$ cat config.mk
export PLATFORM = sky130hd
export DESIGN_NAME = bram_sd_ctrl
export DESIGN_NICKNAME = d
export VERILOG_FILES = /design/src/rtl/bram_sd_ctrl.sv
export SDC_FILE = /design/constraint.sdc
export NUM_CORES = 1
export LEC_CHECK = 0
export CAP_MARGIN = 40
export CORE_ASPECT_RATIO = 1.1
export CORE_MARGIN = 2
export CORE_UTILIZATION = 35
export CTS_BUF_LIST = sky130_fd_sc_hd__clkbuf_4
export DETAILED_ROUTE_END_ITERATION = 6
export PLACE_DENSITY = 0.87
export REMOVE_ABC_BUFFERS = 1
export SLEW_MARGIN = 20
export SYNTH_ARGS = -nofsm -noshare
export SYNTH_HDL_FRONTEND = slang
export SYNTH_SLANG_ARGS = --single-unit
$ cat constraint.sdc
create_clock -name clk_sys -period 4.4 [get_ports clk_sys]
set_input_delay 1.32 -clock clk_sys [delete_from_list [all_inputs] [get_ports clk_sys]]
set_output_delay 1.32 -clock clk_sys [all_outputs]
set_load 0.05 [all_outputs]
$ cat src/rtl/bram_sd_ctrl.sv
// bram_sd_ctrl
// Backup-RAM save/load sequencer and SD sector-port arbiter.
// The single hps_io sector port is shared between the CD-ROM ISO reader and
// the 8 KB backup RAM. Whole 512-byte sectors move between the HPS save file
// and backup RAM port B. A format request writes the default "HUBM" header.
//
// Ports
//   clk_sys, reset_n         system clock, async active-low reset
//   bk_ena                   writable save image mounted
//   bk_load/bk_save/format   status levels, rising edge = request
//   auto_load                one-cycle load request at end of ROM download
//   busy, loading            backup op in progress / load in progress
//   cd_lba, cd_rd, cd_ack    pcecd_top side of the sector port
//   sd_lba, sd_rd, sd_wr,
//   sd_ack, sd_buff_*        hps_io side of the sector port
//   ram_addr/din/we          backup RAM port B
module bram_sd_ctrl #(
  parameter int SECTORS = 16,
  parameter int LBA_W   = 4
) (
  input  logic        clk_sys,
  input  logic        reset_n,
  input  logic        bk_ena,
  input  logic        bk_load,
  input  logic        bk_save,
  input  logic        auto_load,
  input  logic        format,
  output logic        busy,
  output logic        loading,
  input  logic [31:0] cd_lba,
  input  logic        cd_rd,
  output logic        cd_ack,
  output logic [31:0] sd_lba,
  output logic        sd_rd,
  output logic        sd_wr,
  input  logic        sd_ack,
  input  logic [7:0]  sd_buff_addr,
  input  logic        sd_buff_wr,
  input  logic [15:0] sd_buff_dout,
  output logic [11:0] ram_addr,
  output logic [15:0] ram_din,
  output logic        ram_we
);

  typedef enum logic [2:0] {S_IDLE, S_CD, S_REQ, S_XFER, S_FMT} state_t;

  state_t           state;
  logic             load_d, save_d, fmt_d, ack_d;
  logic             pend_load, pend_save, pend_fmt;
  logic             dir;          // 1 = load (HPS -> RAM)
  logic             rd_r, wr_r;
  logic [LBA_W-1:0] lba;
  logic [1:0]       cnt;

  logic             load_edge, save_edge, fmt_edge, ack_rise, ack_fall;
  logic             idle_free, take_load, take_save, take_fmt, last_sector;
  logic [LBA_W+7:0] xfer_addr;

  assign load_edge = bk_load & ~load_d;
  assign save_edge = bk_save & ~save_d;
  assign fmt_edge  = format  & ~fmt_d;
  assign ack_rise  = sd_ack  & ~ack_d;
  assign ack_fall  = ~sd_ack & ack_d;

  // Ownership only moves in IDLE with the port quiet, so a sector transfer
  // is never split between the CD reader and the backup sequencer.
  assign idle_free = (state == S_IDLE) & ~sd_ack;
  assign take_load = idle_free & ~cd_rd & pend_load;
  assign take_save = idle_free & ~cd_rd & ~pend_load & pend_save;
  assign take_fmt  = idle_free & ~cd_rd & ~pend_load & ~pend_save & pend_fmt;

  assign last_sector = (lba == LBA_W'(SECTORS - 1));
  assign xfer_addr   = {lba, sd_buff_addr};

  always_ff @(posedge clk_sys or negedge reset_n) begin
    if (!reset_n) begin
      state     <= S_IDLE;
      // Delay regs start high: a level held through reset is not an edge.
      load_d    <= 1'b1;
      save_d    <= 1'b1;
      fmt_d     <= 1'b1;
      ack_d     <= 1'b0;
      pend_load <= 1'b0;
      pend_save <= 1'b0;
      pend_fmt  <= 1'b0;
      dir       <= 1'b0;
      rd_r      <= 1'b0;
      wr_r      <= 1'b0;
      lba       <= '0;
      cnt       <= '0;
    end else begin
      load_d <= bk_load;
      save_d <= bk_save;
      fmt_d  <= format;
      ack_d  <= sd_ack;

      // A new edge wins over the clear-on-take; no image means no load/save.
      pend_load <= bk_ena & (load_edge | auto_load | (pend_load & ~take_load));
      pend_save <= bk_ena & (save_edge | (pend_save & ~take_save));
      pend_fmt  <= fmt_edge | (pend_fmt & ~take_fmt);

      case (state)
        S_IDLE: begin
          if (idle_free & cd_rd) begin
            state <= S_CD;
          end else if (take_load | take_save) begin
            lba   <= '0;
            dir   <= take_load;
            rd_r  <= take_load;
            wr_r  <= take_save;
            state <= S_REQ;
          end else if (take_fmt) begin
            cnt   <= '0;
            state <= S_FMT;
          end
        end
        S_CD: begin
          if (~cd_rd & ~sd_ack) state <= S_IDLE;
        end
        S_REQ: begin
          if (ack_rise) begin
            rd_r  <= 1'b0;
            wr_r  <= 1'b0;
            state <= S_XFER;
          end
        end
        S_XFER: begin
          if (ack_fall) begin
            if (last_sector) begin
              state <= S_IDLE;
            end else begin
              lba   <= lba + 1'b1;
              rd_r  <= dir;
              wr_r  <= ~dir;
              state <= S_REQ;
            end
          end
        end
        S_FMT: begin
          cnt <= cnt + 2'd1;
          if (cnt == 2'd3) state <= S_IDLE;
        end
        default: state <= S_IDLE;
      endcase
    end
  end

  // CD pass-through is combinational; elsewhere the port carries our lba and
  // registered request strobes.
  always_comb begin
    sd_lba   = 32'(lba);
    sd_rd    = rd_r;
    sd_wr    = wr_r;
    cd_ack   = 1'b0;
    ram_addr = '0;
    ram_din  = '0;
    ram_we   = 1'b0;
    case (state)
      S_CD: begin
        sd_lba = cd_lba;
        sd_rd  = cd_rd;
        sd_wr  = 1'b0;
        cd_ack = sd_ack;
      end
      S_XFER: begin
        // On a save the HPS reads port B q itself; only the address matters.
        ram_addr = 12'(xfer_addr);
        ram_din  = sd_buff_dout;
        ram_we   = dir & sd_ack & sd_buff_wr;
      end
      S_FMT: begin
        ram_addr = 12'(cnt);
        ram_we   = 1'b1;
        case (cnt)
          2'd0:    ram_din = 16'h5548;
          2'd1:    ram_din = 16'h4D42;
          2'd2:    ram_din = 16'h8800;
          default: ram_din = 16'h8010;
        endcase
      end
      default: ;
    endcase
  end

  assign busy    = (state == S_REQ) | (state == S_XFER) | (state == S_FMT);
  assign loading = dir & ((state == S_REQ) | (state == S_XFER));

endmodule

==> metrics.md <==
| Metric | Value |
|---|---|
| Slew HR | `49.1%` |
| # hold bufs at CTS | `0` |
| Routed WL per cell | `13.6 um` |
| First-pass GRT wire length | `7.42 mm` |
| Hold Startpoint | `wr_r$_DFFE_PN0P_` |
| Die span in x | `67.2 um` |
| Cts bufs inserted | `3` |
| Crit Reg-Reg Endpoint | `lba[1]$_DFFE_PN0P_` |
| Setup Buffers After CTS | `0` |
| Row count | `25` |
| Pre-CTS setup slack | `0.354 ns` |
| Die area | `4940 um^2` |
| Critical path arrival | `2.73 ns` |
| Antenna violations before repair | `0` |
| Average cell area after synthesis | `8.54 um^2` |
| Peak supply drop | `0.000369 V` |
| Worst Path Required | `3.08 ns` |
| # clock sinks | `19` |
| Worst Path Max Fanout | `1` |
| Synth area leaders | `dfrtp_1 26%, and2_1 17%, dfstp_2 5.1%` |
| Asr flop ratio synth | `100%` |
| CTS root buf | `clkbuf_4` |
| Worst-path clk slew | `0.12 ns` |
| Leak Pwr | `1.24 nW` |
| Largest area contributor in the netlist | `dfrtp_1` |
| Hold path endpoint | `wr_r$_DFFE_PN0P_` |
| Nets | `379` |
| Worst hold-check path type | `flop to flop` |
| Clk buf depth | `2` |
| Layout Skew | `0.00267 ns` |
| Via-to-Cell Ratio | `4.83` |
| Chip height | `73.5 um` |
| Ant. Diodes | `0` |
| Yosys warnings | `0` |
| Dpl hpwl | `3.92 mm` |
| Power density cells | `645 nW/um^2` |
| Status | `completed` |
| FMAX | `247 MHz` |
| EDFF count, synth | `0` |
| Final Wtd Congestion | `0.863` |
| CTS tree | `done` |
| PortBufs | `131` |
| Area fraction of the dominant cell type after synthesis | `26.0%` |
| Most common cell in the netlist | `and2_1` |
| RSZ-0062 raised after global routing | `no` |
| Largest net degree at the start of global routing | `40` |
| Setup violators final | `0` |
| Synth Register Bits | `19` |
| Number of global-route vias before repair | `1562` |
| Post-CTS sizing | `0` |
| Mapped Area | `1540 um^2` |
| Max cap viols | `0` |
| Cells after synthesis | `180` |
| Iter 0 DRT Violations | `48` |
| Crit-path cells | `clkdlybuf4s50_1 -> and2_1 -> clkdlybuf4s50_1` |
| Slew Viols, Final | `0` |
| CP max stage cell | `clkdlybuf4s50_1` |
| Most frequent cell on the critical path | `clkdlybuf4s50_1` |
| Via count | `1740` |
| Primary FF master, synth | `dfrtp_1` |
| Fin crit share | `92.1%` |
| Fillcell total | `351` |
| Hold WS | `0.499 ns` |
| GRT Residual Overflow | `0` |
| Flop2flop setup slack | `2.17 ns` |
| Hold path depth | `1` |
| Register area share after synthesis | `31.2%` |
| Worst-margin pin slew | `0.763 ns` |
| Total wire length | `4.89 mm` |
| Worst Setup Start Kind | `primary input` |
| Worst Setup End Kind | `primary output` |
| Clock latency on the worst-skew pair | `0.31 ns` |
| DRT antenna net count | `0` |
| IO Pins | `132` |
| Final setup margin | `0.348 ns` |
| R2r worst-path depth | `5` |
| Setup CP Type | `primary input to primary output` |
| Core Region | `4250 um^2` |
| H-tree depth | `1` |
| Synth cell types | `42` |
| Starting Density | `36.1%` |
| Count of final hold-check violations | `0` |
| Layout cells sized above 1 | `10.8%` |
| Most frequent cells after synthesis | `42 x and2_1, 16 x dfrtp_1, 11 x inv_1, 10 x nand2_1` |
| # DRC | `0` |
| Final Critical Period | `4.05 ns` |
| Router iterations before antenna repair | `4` |
| Reg2reg start | `state[1]$_DFFE_PN0P_` |
| Slowest cell delay on critical path | `0.84 ns` |
| Setup TNS | `0 ns` |
| Power consumption | `0.00189 W` |
| Area delta synth->final | `90.3%` |
| Global Route Usage Sum | `19.2%` |
worst max-delay path, delay by kind of cell:
kind	cells	cell delay, ns
buf+inv	2	1.28
simple gates	1	0.13
layer usage:
layer	global-route usage (%)	wire (um)	vias up
li1	-	-	873
met3	3.98	227	7
met4	4.99	52	0
met5	0	0	-
met1	23.9	2020	817
met2	33.6	2590	43
cell type report:
class | count | area [um^2] | share of cell area [%]
timing repair buffer | 135 | 1350 | 46.1
multi-input combinational | 137 | 960 | 32.8
sequential | 19 | 479 | 16.4
tap | 54 | 67.6 | 2.31
inverter | 11 | 41.3 | 1.41
clock buffer | 3 | 22.5 | 0.770
clock inverter | 1 | 7.51 | 0.257
through the flow:
stage          cell area (um^2)  cells  utilization (%)
6_report                   2930    360             68.8
5_1_grt                    2930    360             68.8
4_1_cts                    2930    360             68.8
3_5_place_dp               2900    356             68.1
3_3_place_gp               2880    355             67.7
2_1_floorplan              1480    167                -
cells by family (layout without fill, tap and decap cells):
| kind of cell | Yosys count | after routing | synth area share (%) |
|---|---|---|---|
| flops | 19 | 19 | 31.2 |
| buf+inv | 24 | 150 | 6.75 |
| simple gates | 83 | 83 | 32.3 |
| fa+ha+maj | 6 | 6 | 4.88 |
| mux | 8 | 8 | 5.61 |
| compound gates | 40 | 40 | 19.3 |
state kept, by name, summed over array words and instances (netlist names):
signal / flops
lba: 4
state: 3
cnt: 2
ack_d: 1
dir: 1
fmt_d: 1
load_d: 1
pend_fmt: 1
pend_load: 1
pend_save: 1
rd_r: 1
save_d: 1
wr_r: 1
worst max path at each step:
stage | cells past startpoint | to | start
floorplan | 2 | sd_lba[1] | state[0]$_DFFE_PN0P_
global placement | 3 | ram_din[12] | sd_buff_dout[12]
detailed placement | 3 | sd_lba[14] | cd_lba[14]
CTS | 3 | sd_lba[14] | cd_lba[14]
global route | 3 | ram_din[3] | state[1]$_DFFE_PN0P_
finish | 3 | sd_lba[14] | cd_lba[14]
where the power goes:
part	switching, W	internal [W]	total, W
clock	0.0000614	0.0000347	0.0000961
sequential	0.0000749	0.000225	0.000300
combinational	0.000952	0.000538	0.00149
layout by cell type, fill, tap and decap left out, types with 3 or more instances in the layout:
master | netlist | final
and2_1 | 42 | 42
o21ai_0 | 9 | 9
mux2_2 | 3 | 3
nand2_1 | 10 | 10
dfrtp_1 | 16 | 16
inv_1 | 11 | 11
clkbuf_4 | 0 | 3
ha_1 | 6 | 6
buf_4 | 0 | 11
a22o_1 | 9 | 9
nand3_1 | 5 | 5
a21o_1 | 5 | 5
nor2_1 | 7 | 7
mux2i_1 | 3 | 3
dfstp_2 | 3 | 3
clkdlybuf4s50_1 | 0 | 121
nor3b_2 | 2 | 3
o211ai_1 | 4 | 4
Note: power is estimated with default switching activity, not from simulation.
